## src/rtl/mptr_pkg.sv

```systemverilog
// Shared types and reset constants for the mptr_bank pointer bank.
package mptr_pkg;

  typedef enum logic [1:0] {
    MODE_POST = 2'b00,
    MODE_PRE  = 2'b01,
    MODE_HOLD = 2'b10,
    MODE_RSVD = 2'b11
  } mptr_mode_e;

  // Decoded winner of the per-cycle strobe priority chain.
  typedef enum logic [2:0] {
    OP_NONE,
    OP_WRITE,
    OP_WRITEU,
    OP_MODE,
    OP_BASE,
    OP_LIMIT,
    OP_READ
  } mptr_op_e;

  localparam int MPTR_MAX_W = 32;

  localparam mptr_mode_e MPTR_MODE_RST      = MODE_POST;
  localparam logic       MPTR_PTR_RST_BIT   = 1'b0;
  localparam logic       MPTR_BASE_RST_BIT  = 1'b0;
  localparam logic       MPTR_LIMIT_RST_BIT = 1'b1;

  typedef struct packed {
    logic [MPTR_MAX_W-1:0] next;
    logic                  wrap;
  } mptr_step_t;

endpackage

```

## src/rtl/mptr_bank_if.sv

```systemverilog
// CPU-side strobe/bus bundle for mptr_bank; bound write ports exist only with MPTR_CIRC_EN.
interface mptr_bank_if #(
  parameter int WIDTH = 16,
  parameter int NPTR  = 4,
  parameter int OFFW  = 12
) ();

  logic [$clog2(NPTR)-1:0] sel;
  logic [WIDTH-1:0]        din;
  logic [OFFW-1:0]         offsetin;
  logic                    write;
  logic                    writeu;
  logic                    write_mode;
`ifdef MPTR_CIRC_EN
  logic                    write_base;
  logic                    write_limit;
`endif
  logic                    read_abus;
  logic                    read_dbus;
  logic [WIDTH-1:0]        abus_out;
  logic                    abus_valid;
  logic [WIDTH-1:0]        dbus_out;
  logic                    dbus_valid;
  logic                    wrap;

  modport master (
    output sel, din, offsetin, write, writeu, write_mode,
`ifdef MPTR_CIRC_EN
    output write_base, write_limit,
`endif
    output read_abus, read_dbus,
    input  abus_out, abus_valid, dbus_out, dbus_valid, wrap
  );

  modport slave (
    input  sel, din, offsetin, write, writeu, write_mode,
`ifdef MPTR_CIRC_EN
    input  write_base, write_limit,
`endif
    input  read_abus, read_dbus,
    output abus_out, abus_valid, dbus_out, dbus_valid, wrap
  );

endinterface

```

## src/rtl/mptr_step.sv

```systemverilog
// Combinational pointer step: applies mode and signed offset, reports wrap.
// MPTR_CIRC_EN selects circular [base, limit] wrap instead of modulo-2^WIDTH.
module mptr_step
  import mptr_pkg::*;
#(
  parameter int WIDTH = 16
) (
  input  logic [WIDTH-1:0] ptr_i,
  input  logic [WIDTH-1:0] off_i,
  input  mptr_mode_e       mode_i,
  input  logic [WIDTH-1:0] base_i,
  input  logic [WIDTH-1:0] limit_i,
  output logic [WIDTH-1:0] next_o,
  output logic [WIDTH-1:0] addr_o,
  output logic             wrap_o
);

  logic [WIDTH-1:0] stepped;
  logic             step_wrap;
  mptr_step_t       res;

`ifdef MPTR_CIRC_EN
  // Three guard bits hold every intermediate, including the base > limit case.
  localparam int EW = WIDTH + 3;
  localparam logic signed [EW-1:0] ONE = EW'(1);

  logic signed [EW-1:0] t;
  logic signed [EW-1:0] b;
  logic signed [EW-1:0] l;
  logic signed [EW-1:0] span;

  // NOTE: every always_comb output gets a default first so no path leaves it unassigned (no latch).
  always_comb begin
    b         = $signed({3'b000, base_i});
    l         = $signed({3'b000, limit_i});
    span      = l - b + ONE;
    t         = $signed({3'b000, ptr_i}) + $signed({{3{off_i[WIDTH-1]}}, off_i});
    step_wrap = 1'b0;
    if (t > l) begin
      t         = t - span;
      step_wrap = 1'b1;
    end else if (t < b) begin
      t         = t + span;
      step_wrap = 1'b1;
    end
    if (t > l || t < b) begin
      t         = b;
      step_wrap = 1'b1;
    end
    stepped = t[WIDTH-1:0];
  end
`else
  logic [WIDTH:0] sum;
  logic           unused_bounds;

  assign unused_bounds = ^{base_i, limit_i};
  assign sum           = {1'b0, ptr_i} + {1'b0, off_i};
  assign stepped       = sum[WIDTH-1:0];
  // Adding a negative offset borrows exactly when the two's-complement add does not carry.
  assign step_wrap     = (off_i != '0) && (off_i[WIDTH-1] ? ~sum[WIDTH] : sum[WIDTH]);
`endif

  always_comb begin
    res    = '0;
    addr_o = ptr_i;
    case (mode_i)
      MODE_POST: begin
        res.next = MPTR_MAX_W'(stepped);
        res.wrap = step_wrap;
      end
      MODE_PRE: begin
        res.next = MPTR_MAX_W'(stepped);
        res.wrap = step_wrap;
        addr_o   = stepped;
      end
      default: res.next = MPTR_MAX_W'(ptr_i);
    endcase
  end

  assign next_o = res.next[WIDTH-1:0];
  assign wrap_o = res.wrap;

  if (WIDTH < MPTR_MAX_W) begin : g_next_hi
    logic unused_next_hi;
    assign unused_next_hi = ^res.next[MPTR_MAX_W-1:WIDTH];
  end

endmodule

```

## src/rtl/mptr_bank.sv

```systemverilog
// Bank of NPTR memory pointers with per-pointer POST/PRE/HOLD addressing and registered buses.
// Optional feature macro: MPTR_CIRC_EN adds per-pointer base/limit circular wrap.
module mptr_bank
  import mptr_pkg::*;
#(
  parameter int WIDTH = 16,
  parameter int NPTR  = 4,
  parameter int OFFW  = 12
) (
  input logic       clk,
  input logic       reset,
  mptr_bank_if.slave bus
);

  logic [WIDTH-1:0] ptr_q  [NPTR];
  mptr_mode_e       mode_q [NPTR];
`ifdef MPTR_CIRC_EN
  logic [WIDTH-1:0] base_q  [NPTR];
  logic [WIDTH-1:0] limit_q [NPTR];
`endif

  logic [WIDTH-1:0] abus_q;
  logic             abus_valid_q;
  logic [WIDTH-1:0] dbus_q;
  logic             dbus_valid_q;
  logic             wrap_q;

  logic [WIDTH-1:0] cur_base;
  logic [WIDTH-1:0] cur_limit;
  logic [WIDTH-1:0] off_ext;
  logic [WIDTH-1:0] ptr_d;
  logic [WIDTH-1:0] addr_d;
  logic             wrap_d;
  mptr_op_e         op;

  assign off_ext = {{(WIDTH-OFFW){bus.offsetin[OFFW-1]}}, bus.offsetin};

`ifdef MPTR_CIRC_EN
  assign cur_base  = base_q[bus.sel];
  assign cur_limit = limit_q[bus.sel];
`else
  assign cur_base  = {WIDTH{MPTR_BASE_RST_BIT}};
  assign cur_limit = {WIDTH{MPTR_LIMIT_RST_BIT}};
`endif

  always_comb begin
    op = OP_NONE;
    if (bus.write)                op = OP_WRITE;
    else if (bus.writeu)          op = OP_WRITEU;
    else if (bus.write_mode)      op = OP_MODE;
`ifdef MPTR_CIRC_EN
    else if (bus.write_base)      op = OP_BASE;
    else if (bus.write_limit)     op = OP_LIMIT;
`endif
    else if (bus.read_abus)       op = OP_READ;
  end

  mptr_step #(.WIDTH(WIDTH)) u_step (
    .ptr_i   (ptr_q[bus.sel]),
    .off_i   (off_ext),
    .mode_i  (mode_q[bus.sel]),
    .base_i  (cur_base),
    .limit_i (cur_limit),
    .next_o  (ptr_d),
    .addr_o  (addr_d),
    .wrap_o  (wrap_d)
  );

  // NOTE: state uses non-blocking assignments so every register samples pre-edge values.
  always_ff @(posedge clk) begin
    if (reset) begin
      // NOTE: the pointer arrays are small flop banks with defined reset contents, not RAM, so they are reset.
      for (int i = 0; i < NPTR; i++) begin
        ptr_q[i]   <= {WIDTH{MPTR_PTR_RST_BIT}};
        mode_q[i]  <= MPTR_MODE_RST;
`ifdef MPTR_CIRC_EN
        base_q[i]  <= {WIDTH{MPTR_BASE_RST_BIT}};
        limit_q[i] <= {WIDTH{MPTR_LIMIT_RST_BIT}};
`endif
      end
      abus_q       <= '0;
      abus_valid_q <= 1'b0;
      dbus_q       <= '0;
      dbus_valid_q <= 1'b0;
      wrap_q       <= 1'b0;
    end else begin
      abus_valid_q <= 1'b0;
      wrap_q       <= 1'b0;
      dbus_valid_q <= bus.read_dbus;
      if (bus.read_dbus) dbus_q <= ptr_q[bus.sel];

      case (op)
        OP_WRITE:  ptr_q[bus.sel]  <= bus.din;
        OP_WRITEU: ptr_q[bus.sel]  <= {bus.din[WIDTH-1:8], ptr_q[bus.sel][7:0]};
        OP_MODE:   mode_q[bus.sel] <= mptr_mode_e'(bus.din[1:0]);
`ifdef MPTR_CIRC_EN
        OP_BASE:   base_q[bus.sel]  <= bus.din;
        OP_LIMIT:  limit_q[bus.sel] <= bus.din;
`endif
        OP_READ: begin
          ptr_q[bus.sel] <= ptr_d;
          abus_q         <= addr_d;
          abus_valid_q   <= 1'b1;
          wrap_q         <= wrap_d;
        end
        default: ;
      endcase
    end
  end

  assign bus.abus_out   = abus_q;
  assign bus.abus_valid = abus_valid_q;
  assign bus.dbus_out   = dbus_q;
  assign bus.dbus_valid = dbus_valid_q;
  assign bus.wrap       = wrap_q;

endmodule

```

## src/flat_wrapper.sv

```systemverilog
// flat-port wrapper written by rule: the top's interface ports become plain ports
module mptr_bank_flat import mptr_pkg::*;
#(
  parameter int WIDTH = 16,
  parameter int NPTR  = 4,
  parameter int OFFW  = 12
)
  (clk, reset, bus_sel, bus_din, bus_offsetin, bus_write, bus_writeu, bus_write_mode, bus_read_abus, bus_read_dbus, bus_abus_out, bus_abus_valid, bus_dbus_out, bus_dbus_valid, bus_wrap);
  mptr_bank_if #(.WIDTH(WIDTH), .NPTR(NPTR), .OFFW(OFFW)) bus_i ();
  input logic clk;
  input logic reset;
  input wire logic [$bits(bus_i.sel)-1:0] bus_sel;
  input wire logic [$bits(bus_i.din)-1:0] bus_din;
  input wire logic [$bits(bus_i.offsetin)-1:0] bus_offsetin;
  input wire logic [$bits(bus_i.write)-1:0] bus_write;
  input wire logic [$bits(bus_i.writeu)-1:0] bus_writeu;
  input wire logic [$bits(bus_i.write_mode)-1:0] bus_write_mode;
  input wire logic [$bits(bus_i.read_abus)-1:0] bus_read_abus;
  input wire logic [$bits(bus_i.read_dbus)-1:0] bus_read_dbus;
  output wire logic [$bits(bus_i.abus_out)-1:0] bus_abus_out;
  output wire logic [$bits(bus_i.abus_valid)-1:0] bus_abus_valid;
  output wire logic [$bits(bus_i.dbus_out)-1:0] bus_dbus_out;
  output wire logic [$bits(bus_i.dbus_valid)-1:0] bus_dbus_valid;
  output wire logic [$bits(bus_i.wrap)-1:0] bus_wrap;
  assign bus_i.sel = bus_sel;
  assign bus_i.din = bus_din;
  assign bus_i.offsetin = bus_offsetin;
  assign bus_i.write = bus_write;
  assign bus_i.writeu = bus_writeu;
  assign bus_i.write_mode = bus_write_mode;
  assign bus_i.read_abus = bus_read_abus;
  assign bus_i.read_dbus = bus_read_dbus;
  assign bus_abus_out = bus_i.abus_out;
  assign bus_abus_valid = bus_i.abus_valid;
  assign bus_dbus_out = bus_i.dbus_out;
  assign bus_dbus_valid = bus_i.dbus_valid;
  assign bus_wrap = bus_i.wrap;
  mptr_bank #(.WIDTH(WIDTH), .NPTR(NPTR), .OFFW(OFFW)) u_core (.clk(clk), .reset(reset), .bus(bus_i));
endmodule
```

## config.mk

```make
export PLATFORM = sky130hd
export DESIGN_NAME = mptr_bank_flat
export DESIGN_NICKNAME = d
export VERILOG_FILES = /design/src/rtl/mptr_pkg.sv /design/src/rtl/mptr_bank_if.sv /design/src/rtl/mptr_step.sv /design/src/rtl/mptr_bank.sv /design/src/flat_wrapper.sv
export SDC_FILE = /design/constraint.sdc
export NUM_CORES = 1
export LEC_CHECK = 0
export CORE_AREA = 5 5 121 123
export DETAILED_ROUTE_END_ITERATION = 10
export DIE_AREA = 0 0 126 128
export GPL_ROUTABILITY_DRIVEN = 0
export PLACE_DENSITY = 0.67
export SYNTH_ARGS = -nofsm -noshare
export SYNTH_HDL_FRONTEND = slang
export SYNTH_SLANG_ARGS = --single-unit
```

## constraint.sdc

```tcl
create_clock -name clk -period 4.62 [get_ports clk]
set_input_delay 1.386 -clock clk [delete_from_list [all_inputs] [get_ports clk]]
set_output_delay 1.386 -clock clk [all_outputs]
set_load 0.03 [all_outputs]
```

==> impl_metrics.env <==
export IMPL_slew_headroom_pct=31.9
export IMPL_num_fill_cells=1199
export IMPL_cts_tree="yes"
export IMPL_start_util_pct=42.2
export IMPL_pwr_share_comb_pct=26.3
export IMPL_finalInstanceArea_um2=7380
export IMPL_hold_ws_ns=0.472
export IMPL_holdBufCountCts=0
export IMPL_mostFrequentLayoutCells="nor2_1, buf_4, edfxtp_1"
export IMPL_critPathKind="in -> reg"
export IMPL_cp_num_buf_inv=5
export IMPL_cpMostUsedCell="buf_4"
export IMPL_swShare_pct=30.1
export IMPL_clock_root_buffer="clkbuf_16"
export IMPL_startpoint_type="primary input"
export IMPL_end_kind="flop"
export IMPL_cts_sinks=107
export IMPL_htree_levels=3
export IMPL_multi_input_area_um2=2660
export IMPL_core_um2=13600
export IMPL_clk_latency_ns=0.36
export IMPL_hold_class="reg -> reg"
export IMPL_area_growth_pct=29.0
export IMPL_synthArstFlopShare_pct=0
export IMPL_drc_errors=0
export IMPL_seqPwrFrac_pct=44.3
export IMPL_grtUsageTotal_pct=21.2
export IMPL_syn_inst=525
export IMPL_synth_edff_count=72
export IMPL_fin_crit_ns=4.48
export IMPL_ys_warnings_count=0
export IMPL_dr_pass1_iters=7
export IMPL_fin_nets=709
export IMPL_antenna_left=0
export IMPL_max_slew_worst_pin_slew_ns=1.02
export IMPL_yosysSeqAreaShare_pct=50.0
export IMPL_register_area_um2=2860
export IMPL_via_per_inst=5.77
export IMPL_grt_pass1_vias=4742
export IMPL_switchingPower_uw=749
export IMPL_path_cells="clkdlybuf4s50_1 -> buf_6 -> buf_8 -> mux4_2 -> ha_1 -> buf_4 -> nand2_1 -> nor2_1 -> o211ai_1 -> and3_1 -> a2111oi_2 -> buf_4 -> nor3b_1"
export IMPL_hold_viol_final=0
export IMPL_cpMaxStageDelayCell="mux4_2"
export IMPL_grt_antenna_before_repair=0
export IMPL_drv_slew=0
export IMPL_final_setup_viol_count=0
export IMPL_fmax_mhz=223
export IMPL_pin_count=72
export IMPL_fin_worst_skew_ns=0.00943
export IMPL_dieArea_um2=16100
export IMPL_crit_fanout=9
export IMPL_wire_per_inst_um=20.3
export IMPL_cp_top_family="buffers and inverters"
export IMPL_status="complete, no violations"
export IMPL_synth_flop_cell="edfxtp_1"
export IMPL_worstPathArrival_ns=4.58
export IMPL_powerDensity_nw_per_um2=337
export IMPL_maxCapViolCount=0
export IMPL_synth_avg_cell_area_um2=10.9
export IMPL_dieHeight_um=128
export IMPL_grt_max_degree=31
export IMPL_drive_above_1_share_pct=20.6
export IMPL_drt_initial_drc_count=455
export IMPL_die_width_um=126
export IMPL_ys_types=63
export IMPL_required_ns=4.72
export IMPL_max_stage_delay_ns=0.56
export IMPL_placed_area_um2=7080
export IMPL_clkTransAtPathRegs_ns=0.07
export IMPL_power_share_clock_pct=29.4
export IMPL_syn_cell_area_um2=5720
export IMPL_fin_crit_sh_pct=96.9
export IMPL_synth_nets=579
export IMPL_grt_first_pass_wirelength_um=26300
export IMPL_power_total_mw=2.49
export IMPL_irDropWorstVdd_mv=0.169
export IMPL_hpwl_um=12800
export IMPL_via_count=4846
export IMPL_p_int_mw=1.74
export IMPL_p_leak_nw=2.86
export IMPL_ctsLongestPathBuffers=2
export IMPL_grt_setup_unrepaired="no"
export IMPL_final_common_cell="nor2_1"
export IMPL_antenna_cells=0
export IMPL_cts_inserted_buffers=9
export IMPL_gr_total_overflow=0
export IMPL_ys_ff_latch=107
export IMPL_std_cell_rows=43
export IMPL_totalWireLength_um=17000
export IMPL_numPortBuffers=71
## cells in the mapped netlist, types with 3 or more instances
master / number / area, um2
nand3_1: 9 / 45.0
mux2i_1: 16 / 160
o21ai_2: 4 / 35.0
mux4_2: 18 / 405
and3_1: 6 / 37.5
nor2b_1: 4 / 25.0
dfxtp_1: 35 / 701
o21a_1: 3 / 22.5
clkbuf_1: 12 / 45.0
o221ai_2: 3 / 45.0
nor2_1: 82 / 308
nand2b_1: 5 / 31.3
o211ai_1: 5 / 37.5
a31oi_1: 5 / 31.3
a21oi_1: 35 / 175
inv_1: 15 / 56.3
nor4_1: 3 / 18.8
nand4_1: 5 / 31.3
nor3b_1: 9 / 67.6
xor2_1: 4 / 35.0
buf_2: 10 / 50.1
nor3_1: 9 / 45.0
edfxtp_1: 72 / 2160
or3_1: 3 / 18.8
nand2_1: 50 / 188
o21ai_0: 16 / 80.1
o22ai_1: 8 / 50.1
buf_4: 6 / 45.0
a311oi_1: 7 / 61.3
ha_1: 16 / 200
o221a_2: 4 / 45.0
xnor2_1: 5 / 43.8
## state kept, by name, summed over array words and instances, names as in the netlist
register               count
u_core.bus.abus_valid      1
u_core.mode_q              8
u_core.bus.dbus_out       16
u_core.bus.abus_out       16
u_core.bus.wrap            1
u_core.bus.dbus_valid      1
u_core.ptr_q              64
## cells by family after synthesis
logic type	after synthesis	share of synthesized area (%)
compound gates	118	15.1
xor+xnor	9	1.38
fa+ha+maj	17	3.85
buf+inv	45	3.83
flops	107	50.0
mux	34	9.89
simple gates	195	15.9
## power by group through the flow
stage | clock (mW) | sequential [mW] | combinational (mW)
global route | 0.776 | 1.11 | 0.701
detailed placement | 0 | 1.12 | 0.635
global placement | 0 | 1.12 | 0.626
floorplan | 0 | 1.15 | 0.328
CTS | 0.739 | 1.10 | 0.640
finish | 0.733 | 1.10 | 0.654
## worst paths after layout
path	start	to	slack, ns	cells past startpoint
setup reg to reg	u_core.ptr_q[3][4]	u_core.ptr_q[1][15]	1.51	10
setup / recovery	bus_sel[0]	u_core.ptr_q[1][15]	0.14	13
hold / removal	u_core.bus.abus_out[2]	u_core.bus.abus_out[2]	0.47	2
hold reg to reg	u_core.bus.abus_out[2]	u_core.bus.abus_out[2]	0.47	2
## per-layer routing
metal	track usage, %	share of wire, %	up-vias
met3	4.92	9.3	21
met1	29.5	43	2379
met2	33.3	46	214
met5	0	0	-
met4	6.12	1.2	0
li1	-	-	2232
## worst reg2reg max path, stage by stage (launching register included)
cell and delay, ns:
edfxtp_1 0.36, mux4_2 0.54, ha_1 0.39, a21oi_1 0.24, buf_4 0.14, o21ai_1 0.09
o211ai_1 0.34, a21oi_1 0.16, a2111oi_2 0.35, buf_4 0.20, nor3b_1 0.06
## area by class of cell
| class | count | area share (%) |
|---|---|---|
| Tap cell | 180 | 3.05 |
| Sequential cell | 107 | 38.8 |
| Clock buffer | 11 | 3.15 |
| Inverter | 15 | 0.763 |
| Multi-Input combinational cell | 373 | 36.0 |
| Timing Repair Buffer | 149 | 17.7 |
| Clock inverter | 5 | 0.509 |
## through the flow
stage / TNS [ns] / setup slack (ns) / utilization [%] / cells
2_1_floorplan: 0 / 0.117 / - / 525
3_3_place_gp: -4.27 / -0.319 / 52.2 / 824
3_5_place_dp: -6.79 / -0.365 / 52.2 / 824
4_1_cts: 0 / 0.0479 / 54.2 / 840
5_1_grt: 0 / 0.0117 / 54.4 / 840
6_report: 0 / 0.144 / 54.4 / 840
## repair_timing
item / 4_1_cts / 5_1_grt
resized for setup: 1 / 8
pin swaps: 0 / 1
setup endpoints to repair: 3 / 19
gates cloned: 0 / 0
buffers inserted: 0 / 0
Power figures use the tool's default switching activity.
